===== src/rtl/win_logic_pkg.sv =====
// Shared encodings and line table for the tic-tac-toe win/draw detector.
package win_logic_pkg;

  typedef enum logic [1:0] {
    EMPTY = 2'b00,
    X     = 2'b01,
    O     = 2'b10,
    BAD   = 2'b11
  } cell_t;

  typedef enum logic [1:0] {
    W_NONE     = 2'b00,
    W_X        = 2'b01,
    W_O        = 2'b10,
    W_CONFLICT = 2'b11
  } winner_t;

  localparam int NUM_CELLS  = 9;
  localparam int NUM_LINES  = 8;
  localparam int BOARD_BITS = 2 * NUM_CELLS;

  // Cell indices of every winning line: three rows, three columns, two diagonals.
  localparam int LINES [NUM_LINES][3] = '{
    '{0, 1, 2}, '{3, 4, 5}, '{6, 7, 8},
    '{0, 3, 6}, '{1, 4, 7}, '{2, 5, 8},
    '{0, 4, 8}, '{2, 4, 6}
  };

endpackage


===== src/rtl/win_logic_line_check.sv =====
// Flags whether one three-cell line is owned entirely by X or entirely by O.
module win_line_check
  import win_logic_pkg::*;
(
  input  logic [1:0] cell_a,
  input  logic [1:0] cell_b,
  input  logic [1:0] cell_c,
  output logic       x_line,
  output logic       o_line
);

  assign x_line = (cell_a == X) && (cell_b == X) && (cell_c == X);
  assign o_line = (cell_a == O) && (cell_b == O) && (cell_c == O);

endmodule


===== src/rtl/win_logic.sv =====
// Tic-tac-toe win/draw detector: combinational decode of the board, registered result.
module win_logic
  import win_logic_pkg::*;
(
  input  logic                  clk,
  input  logic                  reset_n,
  input  logic [BOARD_BITS-1:0] gBoard,
  output logic                  gameIsDone,
  output logic [1:0]            winner
);

  logic [NUM_LINES-1:0] x_hits;
  logic [NUM_LINES-1:0] o_hits;
  logic                 x_win;
  logic                 o_win;
  logic                 full;
  logic                 done_next;
  winner_t              winner_next;
  logic                 done_q;
  winner_t              winner_q;

  for (genvar l = 0; l < NUM_LINES; l++) begin : g_line
    win_line_check u_line (
      .cell_a (gBoard[2*LINES[l][0] +: 2]),
      .cell_b (gBoard[2*LINES[l][1] +: 2]),
      .cell_c (gBoard[2*LINES[l][2] +: 2]),
      .x_line (x_hits[l]),
      .o_line (o_hits[l])
    );
  end

  assign x_win = |x_hits;
  assign o_win = |o_hits;

  // Illegal 11 cells count as empty, so they keep the board from being full.
  always_comb begin
    // NOTE: every always_comb output gets a default before any branch, so no latch is inferred.
    full = 1'b1;
    for (int i = 0; i < NUM_CELLS; i++) begin
      if (!((gBoard[2*i +: 2] == X) || (gBoard[2*i +: 2] == O))) begin
        full = 1'b0;
      end
    end
  end

  // A win always beats a draw; both players winning is an impossible board.
  always_comb begin
    done_next   = 1'b0;
    winner_next = W_NONE;
    unique case ({x_win, o_win})
      2'b11: begin done_next = 1'b1; winner_next = W_CONFLICT; end
      2'b10: begin done_next = 1'b1; winner_next = W_X;        end
      2'b01: begin done_next = 1'b1; winner_next = W_O;        end
      default: begin
        done_next   = full;
        winner_next = W_NONE;
      end
    endcase
  end

  // NOTE: sequential state uses non-blocking assignments and a full async reset to a known value.
  always_ff @(posedge clk or negedge reset_n) begin
    if (!reset_n) begin
      done_q   <= 1'b0;
      winner_q <= W_NONE;
    end else begin
      done_q   <= done_next;
      winner_q <= winner_next;
    end
  end

  assign gameIsDone = done_q;
  assign winner     = winner_q;

endmodule


===== config.mk =====
export PLATFORM = sky130hd
export DESIGN_NAME = win_logic
export DESIGN_NICKNAME = d
export VERILOG_FILES = /design/src/rtl/win_logic_pkg.sv /design/src/rtl/win_logic_line_check.sv /design/src/rtl/win_logic.sv
export SDC_FILE = /design/constraint.sdc
export NUM_CORES = 1
export LEC_CHECK = 0
export ABC_AREA = 0
export CORE_MARGIN = 3
export CORE_UTILIZATION = 47
export CTS_BUF_LIST = sky130_fd_sc_hd__clkbuf_16
export DETAILED_ROUTE_END_ITERATION = 8
export PLACE_DENSITY = 0.93
export SYNTH_ARGS = -nofsm -noshare
export SYNTH_HDL_FRONTEND = slang
export SYNTH_HIERARCHICAL = 1
export SYNTH_SLANG_ARGS = --single-unit

===== constraint.sdc =====
create_clock -name clk -period 1 [get_ports clk]
set_clock_uncertainty 0.05 [all_clocks]
set_input_delay 0.3 -clock clk [delete_from_list [all_inputs] [get_ports clk]]
set_output_delay 0.3 -clock clk [all_outputs]
set_load 0.005 [all_outputs]

==> out/metrics.cfg, run 1 <==
[status]
error=[ERROR DPL-0033] detailed placement checks failed during check placement.
haltStage=clock tree synthesis (4_1_cts)
outcome=did not finish

[place]
hpwl_um=1730
dpl_cell_area_um2=1060
numPortBuffers=22
gp_congestion=0.788

[cts]
cts_resized=114
ctsHtreeMaxLevel=1
cts_buffers=3
postCtsSetupBuffers=5
hold_buffers=0
clockBufferDepth=2
root_buffer=clkbuf_16
cts_sinks=3

[floorplan]
die_h_um=42.6
die_w_um=42.6
design.portCount=23
start_util_pct=53.6
rows=12

[logic_synthesis]
netlist_instances=54
synth_area_um2=628
syn_nets=74
synth_top_cell_by_area=nor3b_2
synthTopCellsByArea=nor3b_2 32%, nand4bb_1 29%, dfrtp_1 12%
synth_seq_cells=3
synth_top_area_share_pct=31.9
syn_area_per_cell_um2=11.6
yosys_warnings=6
yosys.cell_types.count=12
ys_seq_area_share_pct=12.0

-- synthesized netlist by cell type (all sizes together) --
library cell	number
nand4bb	16
a41o	1
nand4	1
nor3	1
xnor2	7
nand2	2
xor2	2
nor3b	16
dfrtp	3
nor4	5
-- through the flow --
step / worst slack [ns] / hold WS (ns) / std cells / setup TNS (ns)
2_1_floorplan: -0.236 / -0.0456 / 54 / -0.236
3_3_place_gp: -0.969 / 0.439 / 116 / -2.97
3_5_place_dp: -1.05 / 0.446 / 116 / -3.21
-- cells by family after synthesis --
kind of cell              count (synthesis)  synth area share (%)
xor gates and xnor gates                  9                  12.6
AOI/OAI and AO/OA                         1                  1.59
DFF                                       3                  12.0
and+or+nand+nor                          41                  73.9
==> inputs of run 2 (changes only) <==
--- a/config.mk
+++ b/config.mk
@@ -6,11 +6,10 @@
 export NUM_CORES = 1
 export LEC_CHECK = 0
 export ABC_AREA = 0
-export CORE_MARGIN = 3
-export CORE_UTILIZATION = 47
-export CTS_BUF_LIST = sky130_fd_sc_hd__clkbuf_16
+export CORE_AREA = 3 3 64 66
 export DETAILED_ROUTE_END_ITERATION = 8
-export PLACE_DENSITY = 0.93
+export DIE_AREA = 0 0 67 69
+export PLACE_DENSITY_LB_ADDON = 0.15
 export SYNTH_ARGS = -nofsm -noshare
 export SYNTH_HDL_FRONTEND = slang
 export SYNTH_HIERARCHICAL = 1
==> run 2 against run 1 <==
Synthesized cell count stayed put. Area after synthesis did not move. The flow now finishes, with violations (negative setup slack).
==> out/metrics.cfg, run 2 <==
[critical_path]
startpoint=gBoard[16]
critPathMaxFanout=4
critPathLaunchType=input port
endpoint=gameIsDone$_DFF_PN0_
critical_path_arrival_ns=1.39
end_kind=flop
worst_ep_required_time_ns=1.05
critPathKind=in2reg

[cts]
cts_sinks=3
clockBufferDepth=2
ctsHtreeMaxLevel=1
cts_buffers=3
root_buffer=clkbuf_8
hold_buffers=0
clk_pin_slew_ns=0.03
cts_tree=done

[cells_and_area]
multiInputGateArea_um2=674
largest_register_ffs=2
fin_area_um2=1320
layout_commonest_cell=buf_4
antenna_cells=0
drive_above_1_share_pct=74.3
final-seq-area_um2=75.1
fillCellCount=389
area_growth_pct=110
final_cell_mix=28 x buf_4, 15 x buf_6, 14 x nor3b_2
nets=134

[global_routing]
antenna_found_initial=0
grt_max_degree=8
overflow=0
track_usage_pct=10.0
grt_pass1_wl_um=3640
grt_pass1_vias=770

[floorplan]
die_w_um=67
rows=22
start_util_pct=17.3
design.portCount=23
dieArea_um2=4620
die_h_um=69
fp.coreArea_um2=3630

[sta]
drv_slew=0
tightest_slew_ns=0.308
rsz0062_at_grt=yes
finalCritPeriodShare_pct=134
timing.final.crit_period_ns=1.34
clock.fmax_ghz=0.746
finalSetupViolCount=6
setup_ws_ns=-0.340
relSlewSlack_pct=79.3
fin_setup_tns_ns=-0.858
hold_viol_final=0

[pwr]
p_total_mw=0.897
irDropWorstVdd_uv=252
p_leak_nw=0.515
p_per_area_nw_per_um2=680

[logic_synthesis]
yosys_warnings=6
ys_seq_area_share_pct=12.0
netlist_instances=54
synth_edf_count=0
synthTopCellsByArea=nor3b_2 32%, nand4bb_1 29%, dfrtp_1 12%
syn_nets=74
synth_top_cell_by_area=nor3b_2
synth_top_area_share_pct=31.9
ys_top_cells_by_count=16 x nand4bb_1, 16 x nor3b_2, 7 x xnor2_1, 3 x dfrtp_1, 3 x nor4_2
synth_area_um2=628
syn_area_per_cell_um2=11.6
synth_seq_cells=3
synth_flop_cell=dfrtp_1
synthArstFlopShare_pct=100
yosys.cell_types.count=12

[status]
outcome=complete, but fails checks
violations=negative setup slack

[run]
max_cap_violations=0

[route]
routed_wl_um=2160
vias_per_cell=4.27
drtAntennaViolNets=0
avgRoutedWirePerCell_um=13.4
drc=0
first_iter_violations=1
drtPass1Iterations=2
vias=688

[place]
dpl_cell_area_um2=1100
gp_congestion=0.703
hpwl_um=1690
numPortBuffers=22

[worst_hold_path]
hold_class=in2async

==> run 2: cell counts after synthesis <==
Identical to the previous run, type by type.
==> run 2: kinds of logic (layout without fill, tap and decap cells) <==
logic type / count (synthesis) / after routing / synth area share [%]
xor+xnor: 9 / 9 / 12.6
flops: 3 / 3 / 12.0
compound gates: 1 / 1 / 1.59
buf+inv: 0 / 59 / 0
simple gates: 41 / 41 / 73.9
==> run 2: worst min path at each step <==
stage            start                    to  slack [ns]  cells past startpoint
5_1_grt        reset_n  gameIsDone$_DFF_PN0_        0.23                      1
4_1_cts        reset_n  gameIsDone$_DFF_PN0_        0.21                      1
2_1_floorplan  reset_n  gameIsDone$_DFF_PN0_       -0.05                      0
3_5_place_dp   reset_n   winner[0]$_DFF_PN0_        0.44                      1
3_3_place_gp   reset_n   winner[1]$_DFF_PN0_        0.44                      1
6_report       reset_n  gameIsDone$_DFF_PN0_        0.21                      1
==> run 2: through the flow <==
stage | hold WS (ns) | std cells | setup slack (ns) | util [%]
final | 0.215 | 161 | -0.340 | 36.3
after global routing | 0.230 | 161 | -0.381 | 36.3
after CTS | 0.213 | 160 | -0.311 | 35.0
after detailed placement | 0.440 | 150 | -1.03 | 30.4
after global placement | 0.442 | 150 | -1.06 | 30.4
after floorplan | -0.0456 | 54 | -0.236 | -
==> run 2: final cells by class <==
class / count / share of cell area (%)
Sequential cell: 3 / 5.69
Timing Repair Buffer: 55 / 35.2
Multi-Input combinational cell: 51 / 51.1
Clock buffer: 4 / 3.42
Tap cell: 48 / 4.55
==> run 2: repair_timing <==
item,in CTS,in global routing
endpoints found under the setup margin,6,6
setup buffers,7,2
pin swaps,16,12
resized for setup,119,9
==> run 2: worst max-delay path: stages <==
cell       delay (ns)
buf_8            0.11
buf_6            0.11
nand4bb_1        0.11
nor3b_2          0.07
nor4_2           0.34
nand4_1          0.14
a41o_1           0.22
==> run 2: where the power goes <==
part           internal [mW]  leakage [nW]  total [mW]  switching [mW]
combinational          0.254         0.452       0.410           0.156
clock                  0.272        0.0228       0.352          0.0804
sequential             0.133        0.0400       0.135         0.00209
==> run 2: routing by layer <==
metal | track usage [%] | routed length [um]
met1 | 12.8 | 948
met2 | 17.4 | 1110
met3 | 0.651 | 79
met4 | 3.38 | 14
met5 | 0 | 0
No activity file was read; power rests on OpenSTA's default activity.
